[config.mk]
export PLATFORM = sky130hd
export DESIGN_NAME = router_pkt_fsm
export DESIGN_NICKNAME = d
export VERILOG_FILES = /design/src/rtl/router_pkg.sv /design/src/rtl/router_pkt_crc.sv /design/src/rtl/router_pkt_fsm.sv
export SDC_FILE = /design/constraint.sdc
export NUM_CORES = 1
export LEC_CHECK = 0
export CAP_MARGIN = 0
export CELL_PAD_IN_SITES_DETAIL_PLACEMENT = 0
export CELL_PAD_IN_SITES_GLOBAL_PLACEMENT = 1
export CORE_MARGIN = 5
export CORE_UTILIZATION = 39
export DETAILED_ROUTE_END_ITERATION = 12
export PLACE_DENSITY = 0.9
export SYNTH_ARGS = -nofsm -noshare
export SYNTH_HDL_FRONTEND = slang
export SYNTH_SLANG_ARGS = --single-unit
[constraint.sdc]
create_clock -name clk1 -period 2.85 [get_ports clk1]
set_input_delay 0.7125 -clock clk1 [delete_from_list [all_inputs] [get_ports clk1]]
set_output_delay 0.7125 -clock clk1 [all_outputs]
set_load 0.02 [all_outputs]
[src/rtl/router_pkg.sv]
`default_nettype none
// ============================================================================
//  Module      : router_pkg
//  Description : Shared types and helpers for the router packet controller:
//                FSM state encoding, port-index width helper, CRC width.
//  Revision    : 1.0 - initial release
// ============================================================================
package router_pkg;

  // CRC is a plain byte-wide XOR over the packet bytes
  localparam int CRC_W = 8;

  // Packet controller states (explicit 3-bit encoding)
  typedef enum logic [2:0] {
    GET_SRC   = 3'd0,
    GET_DST   = 3'd1,
    STORE_HDR = 3'd2,
    GET_SIZE  = 3'd3,
    LOAD_DATA = 3'd4,
    GET_CRC   = 3'd5,
    FULL      = 3'd6,
    DROP      = 3'd7
  } state_t;

  // Width of a port index; never narrower than one bit
  function automatic int port_w(input int n);
    return (n > 1) ? $clog2(n) : 1;
  endfunction

endpackage
`default_nettype wire

[src/rtl/router_pkt_crc.sv]
`default_nettype none
// ============================================================================
//  Module      : router_pkt_crc
//  Description : XOR accumulator for the packet check byte. clear restarts
//                the sum (clear+accumulate loads the first byte), match
//                compares the running sum against the incoming byte.
//  Revision    : 1.0 - initial release
// ============================================================================
module router_pkt_crc
  import router_pkg::*;
(
  input  logic             clk1,
  input  logic             reset,
  input  logic             clear,
  input  logic             accumulate,
  input  logic [CRC_W-1:0] data,
  output logic             match
);

  logic [CRC_W-1:0] acc;

  // Running XOR; clear drops the old sum before folding in the new byte
  always_ff @(posedge clk1) begin
    if (reset) begin
      acc <= '0;
    end else if (clear || accumulate) begin
      acc <= (clear ? '0 : acc) ^ (accumulate ? data : '0);
    end
  end

  assign match = (acc == data);

endmodule
`default_nettype wire

[src/rtl/router_pkt_fsm.sv]
`default_nettype none
// ============================================================================
//  Module      : router_pkt_fsm
//  Description : Input-side packet controller of a 1xN router. Parses
//                src/dst/size/payload/crc bytes, steers write strobes to the
//                selected output FIFO, stalls on FIFO full with a timeout,
//                and drops untrusted or misaddressed packets.
//  Revision    : 1.0 - initial release
// ============================================================================
module router_pkt_fsm
  import router_pkg::*;
#(
  parameter int NUM_PORTS = 3,
  parameter int SIZE_W    = 6,
  parameter int MAX_WAIT  = 15,
  parameter bit CRC_EN    = 1'b1
) (
  input  logic                        clk1,
  input  logic                        reset,
  input  logic                        packet_valid_i,
  input  logic [7:0]                  data_i,
  input  logic                        trusted_source,
  input  logic [NUM_PORTS-1:0]        fifo_full,
  output logic [NUM_PORTS-1:0]        write_enb,
  output logic                        get_source,
  output logic                        get_dest,
  output logic                        store_header,
  output logic                        get_size,
  output logic                        load_data,
  output logic                        get_crc,
  output logic                        full_state,
  output logic                        stop_packet_send,
  output logic                        drop_packet,
  output logic                        crc_err,
  output logic [port_w(NUM_PORTS)-1:0] port_sel
);

  localparam int PORT_W = port_w(NUM_PORTS);
  localparam int WAIT_W = $clog2(MAX_WAIT + 1);

  state_t              state, next_state, ret_state;
  logic [SIZE_W-1:0]   count;
  logic [WAIT_W-1:0]   wait_cnt;
  logic                sel_full, accept, byte_state, do_write;
  logic                dst_ok, crc_match, crc_clear, crc_acc;
  logic [NUM_PORTS-1:0] sel_onehot;

  assign sel_full = fifo_full[port_sel];
  assign dst_ok   = (32'(data_i) < NUM_PORTS);

  // One-hot decode of the registered destination port
  for (genvar p = 0; p < NUM_PORTS; p++) begin : g_sel
    assign sel_onehot[p] = (port_sel == PORT_W'(p));
  end

  assign write_enb = do_write ? sel_onehot : '0;

  // Next state, sender throttle and write strobe
  always_comb begin
    next_state       = state;
    stop_packet_send = 1'b0;
    do_write         = 1'b0;
    case (state)
      STORE_HDR, FULL:              stop_packet_send = 1'b1;
      GET_SIZE, LOAD_DATA, GET_CRC: stop_packet_send = sel_full;
      default:                      stop_packet_send = 1'b0;
    endcase
    byte_state = state inside {GET_SRC, GET_DST, GET_SIZE, LOAD_DATA, GET_CRC, DROP};
    accept     = packet_valid_i && !stop_packet_send && byte_state;
    case (state)
      GET_SRC:   if (accept) next_state = trusted_source ? GET_DST : DROP;
      GET_DST:   if (accept) next_state = dst_ok ? STORE_HDR : DROP;
      STORE_HDR: begin
        if (sel_full) next_state = FULL;
        else begin
          do_write   = 1'b1;
          next_state = GET_SIZE;
        end
      end
      GET_SIZE: begin
        if (sel_full) next_state = FULL;
        else if (accept) begin
          do_write   = 1'b1;
          next_state = (data_i[SIZE_W-1:0] == '0) ? GET_CRC : LOAD_DATA;
        end
      end
      LOAD_DATA: begin
        if (sel_full) next_state = FULL;
        else if (accept) begin
          do_write = 1'b1;
          if (count == SIZE_W'(1)) next_state = GET_CRC;
        end
      end
      GET_CRC: begin
        if (sel_full) next_state = FULL;
        else if (accept) begin
          do_write   = 1'b1;
          next_state = GET_SRC;
        end
      end
      // Release beats timeout when both happen in the same cycle
      FULL: begin
        if (!sel_full) next_state = ret_state;
        else if (wait_cnt == WAIT_W'(MAX_WAIT - 1)) next_state = DROP;
      end
      DROP:    if (!packet_valid_i) next_state = GET_SRC;
      default: next_state = GET_SRC;
    endcase
  end

  // Moore state flags; DROP raises none of them
  always_comb begin
    get_source   = (state == GET_SRC);
    get_dest     = (state == GET_DST);
    store_header = (state == STORE_HDR);
    get_size     = (state == GET_SIZE);
    load_data    = (state == LOAD_DATA);
    get_crc      = (state == GET_CRC);
    full_state   = (state == FULL);
  end

  // State, stall bookkeeping, payload count and registered pulses
  always_ff @(posedge clk1) begin
    if (reset) begin
      state       <= GET_SRC;
      ret_state   <= GET_SRC;
      count       <= '0;
      wait_cnt    <= '0;
      port_sel    <= '0;
      drop_packet <= 1'b0;
      crc_err     <= 1'b0;
    end else begin
      state <= next_state;
      if (next_state == FULL && state != FULL) ret_state <= state;
      if (state == FULL && next_state == FULL) wait_cnt <= wait_cnt + 1'b1;
      else                                     wait_cnt <= '0;
      if (state == GET_DST && accept && dst_ok) port_sel <= data_i[PORT_W-1:0];
      if (state == GET_SIZE && accept)       count <= data_i[SIZE_W-1:0];
      else if (state == LOAD_DATA && accept) count <= count - 1'b1;
      drop_packet <= (next_state == DROP) && (state != DROP);
      crc_err     <= CRC_EN && (state == GET_CRC) && accept && !crc_match;
    end
  end

  assign crc_clear = accept && (state == GET_SRC);
  assign crc_acc   = accept && (state inside {GET_SRC, GET_DST, GET_SIZE, LOAD_DATA});

  router_pkt_crc u_crc (
    .clk1       (clk1),
    .reset      (reset),
    .clear      (crc_clear),
    .accumulate (crc_acc),
    .data       (data_i),
    .match      (crc_match)
  );

endmodule
`default_nettype wire

==> impl_metrics.csv <==
group,metric,value,unit
die,core,4723,µm²
clock_network,cts-root-buf,"clkbuf_8",
worst_setup_path,crit_type,"in2out",
yosys,seq_area_frac_synth,29.47,%
clock_network,cts_max_path_buffers,2,
sta,slew_violations,0,
die,die_y,79.83,µm
clock_network,cts.sinks,28,
sta,max_freq,360.5,MHz
sta,hold_viol_final,0,
clock_network,tritoncts,"done",
final_layout,diodes,0,
worst_setup_path,r2r-start,"port_sel[0]",
route,ant_nets,0,
yosys,synth_edf_count,0,
pwr,vdd_drop_max,0.2434,mV
final_layout,drive_gt1_share,18.82,%
yosys,syn_inst,238,
yosys,synthesis.nets,257,
sta,worst_clock_skew,0.003036,ns
worst_setup_path,rrSetupSlack,0.45,ns
route,drc_errors,0,
global_route,grt_overflow,0,
yosys,synth_ff_type,"dfxtp_1",
worst_setup_path,critPathLaunchType,"primary input",
worst_setup_path,timing.rr.end,"ret_state[0]",
clock_network,insertion_delay,0.27,ns
final_layout,fillers,474,
pwr,leakage,0.9443,nW
final_layout,syn_to_final_growth,29.28,%
job,cap_violations,0,
place,io_buffers,29,
yosys,synth_area_per_cell,7.991,µm²
place,place_ws,-0.4232,ns
sta,fin_ws,0.07642,ns
route,post_drt_via_cell_ratio,5.475,
sta,finalSetupViolCount,0,
yosys,syn_area,1902,µm²
min_path,hold_path.class,"reg2reg",
clock_network,numCtsBuffers,3,
global_route,grt_pass1_wl,8.970,mm
final_layout,final_cell_mix,"buf_4, dfxtp_1, nor2_1, nand2_1, clkdlybuf4s50_1",
route,routedWlPerCell,14.79,µm
final_layout,fin_cells,354,
worst_setup_path,crit_fanout,3,
place,dp_cells,350,
sta,period_minus_slack,2.774,ns
yosys,yosys_warnings,0,
global_route,grt_max_degree,26,
die,dieArea,6373,µm²
die,initial_core_util,40.26,%
clock_network,path_clk_slew,0.09,ns
die,ioPinCount,30,
place,gp_congestion,0.8611,
yosys,async_flop_share,0,%
worst_setup_path,cp.required,2.14,ns
min_path,hold_end,"ret_state[1]",
place,dp_hpwl,3.941,mm
yosys,ys_seq_elements,28,
route,drt_iter0_drc,186,
sta,period_share,97.32,%
sta,tightest_slew,0.4173,ns
sta,grt_setup_unrepaired,"false",
die,dieWidth,79.83,µm
min_path,holdPathStages,2,
route,vias,1938,
final_layout,fin_nets,308,
route,finalWirelength,5.236,mm
yosys,synth_cell_type_count,57,
worst_setup_path,rr_worst_depth,8,
min_path,min_from,"ret_state[1]",
status,status,"finished clean",
die,rows,25,
final_layout,layout_commonest_cell,"buf_4",
clock_network,htree_levels,1,
route,firstDrtPassIters,4,
global_route,track_usage,17.54,%
global_route,antenna_found_initial,0,
global_route,grt_pass1_vias,1897,
pwr,power_density,718.9,nW/µm²
worst_setup_path,arrival,2.06,ns
sta,relSlewSlack,71.96,%
worst_setup_path,endpoint_kind,"output port",
final cells by class:
cell class / count / area, µm² / area share (%)
tap: 67 / 83.83 / 3.410
inverter: 12 / 45.04 / 1.832
timing repair buffer: 62 / 523.0 / 21.27
sequential: 28 / 561.8 / 22.85
clock buffer: 3 / 41.29 / 1.679
multi-input combinational: 182 / 1204 / 48.96
cells by family after synthesis:
kind of cell	count (synthesis)	synth area share [%]
AOI/OAI and AO/OA	53	20.86
xor gates and xnor gates	18	8.290
adders and majority gates	4	2.632
buffers and inverters	28	8.947
DFF	28	29.47
muxes	5	2.763
and+or+nand+nor	102	27.04
cells in the mapped netlist (3+ instances only):
cell type / n / area share, %
a211o_1: 3 / 1.4
a211oi_1: 12 / 4.7
a21oi_1: 5 / 1.3
a221oi_1: 3 / 1.4
a31oi_1: 3 / 0.99
buf_6: 6 / 3.6
clkbuf_1: 5 / 0.99
dfxtp_1: 28 / 29
ha_1: 4 / 2.6
inv_1: 11 / 2.2
mux2i_1: 3 / 1.6
nand2_1: 23 / 4.5
nand2b_1: 5 / 1.6
nand3_1: 14 / 3.7
nand4_1: 6 / 2.0
nor2_1: 24 / 4.7
nor2b_1: 4 / 1.3
nor3_1: 10 / 2.6
nor4_1: 4 / 1.3
o21ai_0: 9 / 2.4
xnor2_1: 9 / 4.1
xor2_1: 9 / 4.1
worst max-delay path, stage by stage:
cell and delay, ns:
clkdlybuf4s50_1 0.45, mux2i_1 0.08, o21a_1 0.23, buf_4 0.15, nor2_1 0.14, a21o_1 0.12, buf_2 0.16
how the worst max path moves through the flow:
stage | cells after the start | to | start
global route | 7 | stop_packet_send | fifo_full[1]
CTS | 6 | write_enb[1] | fifo_full[1]
detailed placement | 6 | write_enb[1] | fifo_full[1]
finish | 7 | stop_packet_send | fifo_full[1]
floorplan | 6 | write_enb[1] | packet_valid_i
global placement | 6 | write_enb[1] | fifo_full[1]
sequential cells by signal (all words and copies together) (netlist names):
signal / count
drop_packet: 1
ret_state: 3
port_sel: 2
count: 6
crc_err: 1
u_crc.acc: 8
state: 3
wait_cnt: 4
per-layer routing:
metal,GRT usage (%),part of all wire (%)
met1,23.74,47
met2,27.88,46
met3,3.273,5.5
met4,5.912,1.4
met5,0,0
where the power goes:
part,switching [mW],internal (mW)
clock,0.122,0.0950
combinational,0.556,0.446
sequential,0.0768,0.472
what timing repair did:
action | CTS | global route
gates resized for setup | 15 | 11
setup buffers | 1 | 0
pin swaps | 0 | 5
hold buffers | 0 | 0
setup endpoints to repair | 5 | 9
stage by stage:
| step | setup TNS [ns] | util [%] | power (mW) | cell area, µm² | hold WS [ns] |
|---|---|---|---|---|---|
| global route | 0 | 52.05 | 1.905 | 2459 | 0.5142 |
| detailed placement | -2.711 | 50.62 | 1.530 | 2391 | 0.4630 |
| CTS | 0 | 51.71 | 1.748 | 2442 | 0.4802 |
| floorplan | 0 | - | 1.202 | 1902 | 0.4303 |
| global placement | -2.441 | 50.62 | 1.525 | 2391 | 0.4529 |
| finish | 0 | 52.05 | 1.767 | 2459 | 0.4840 |
Power figures use the tool's default switching activity.
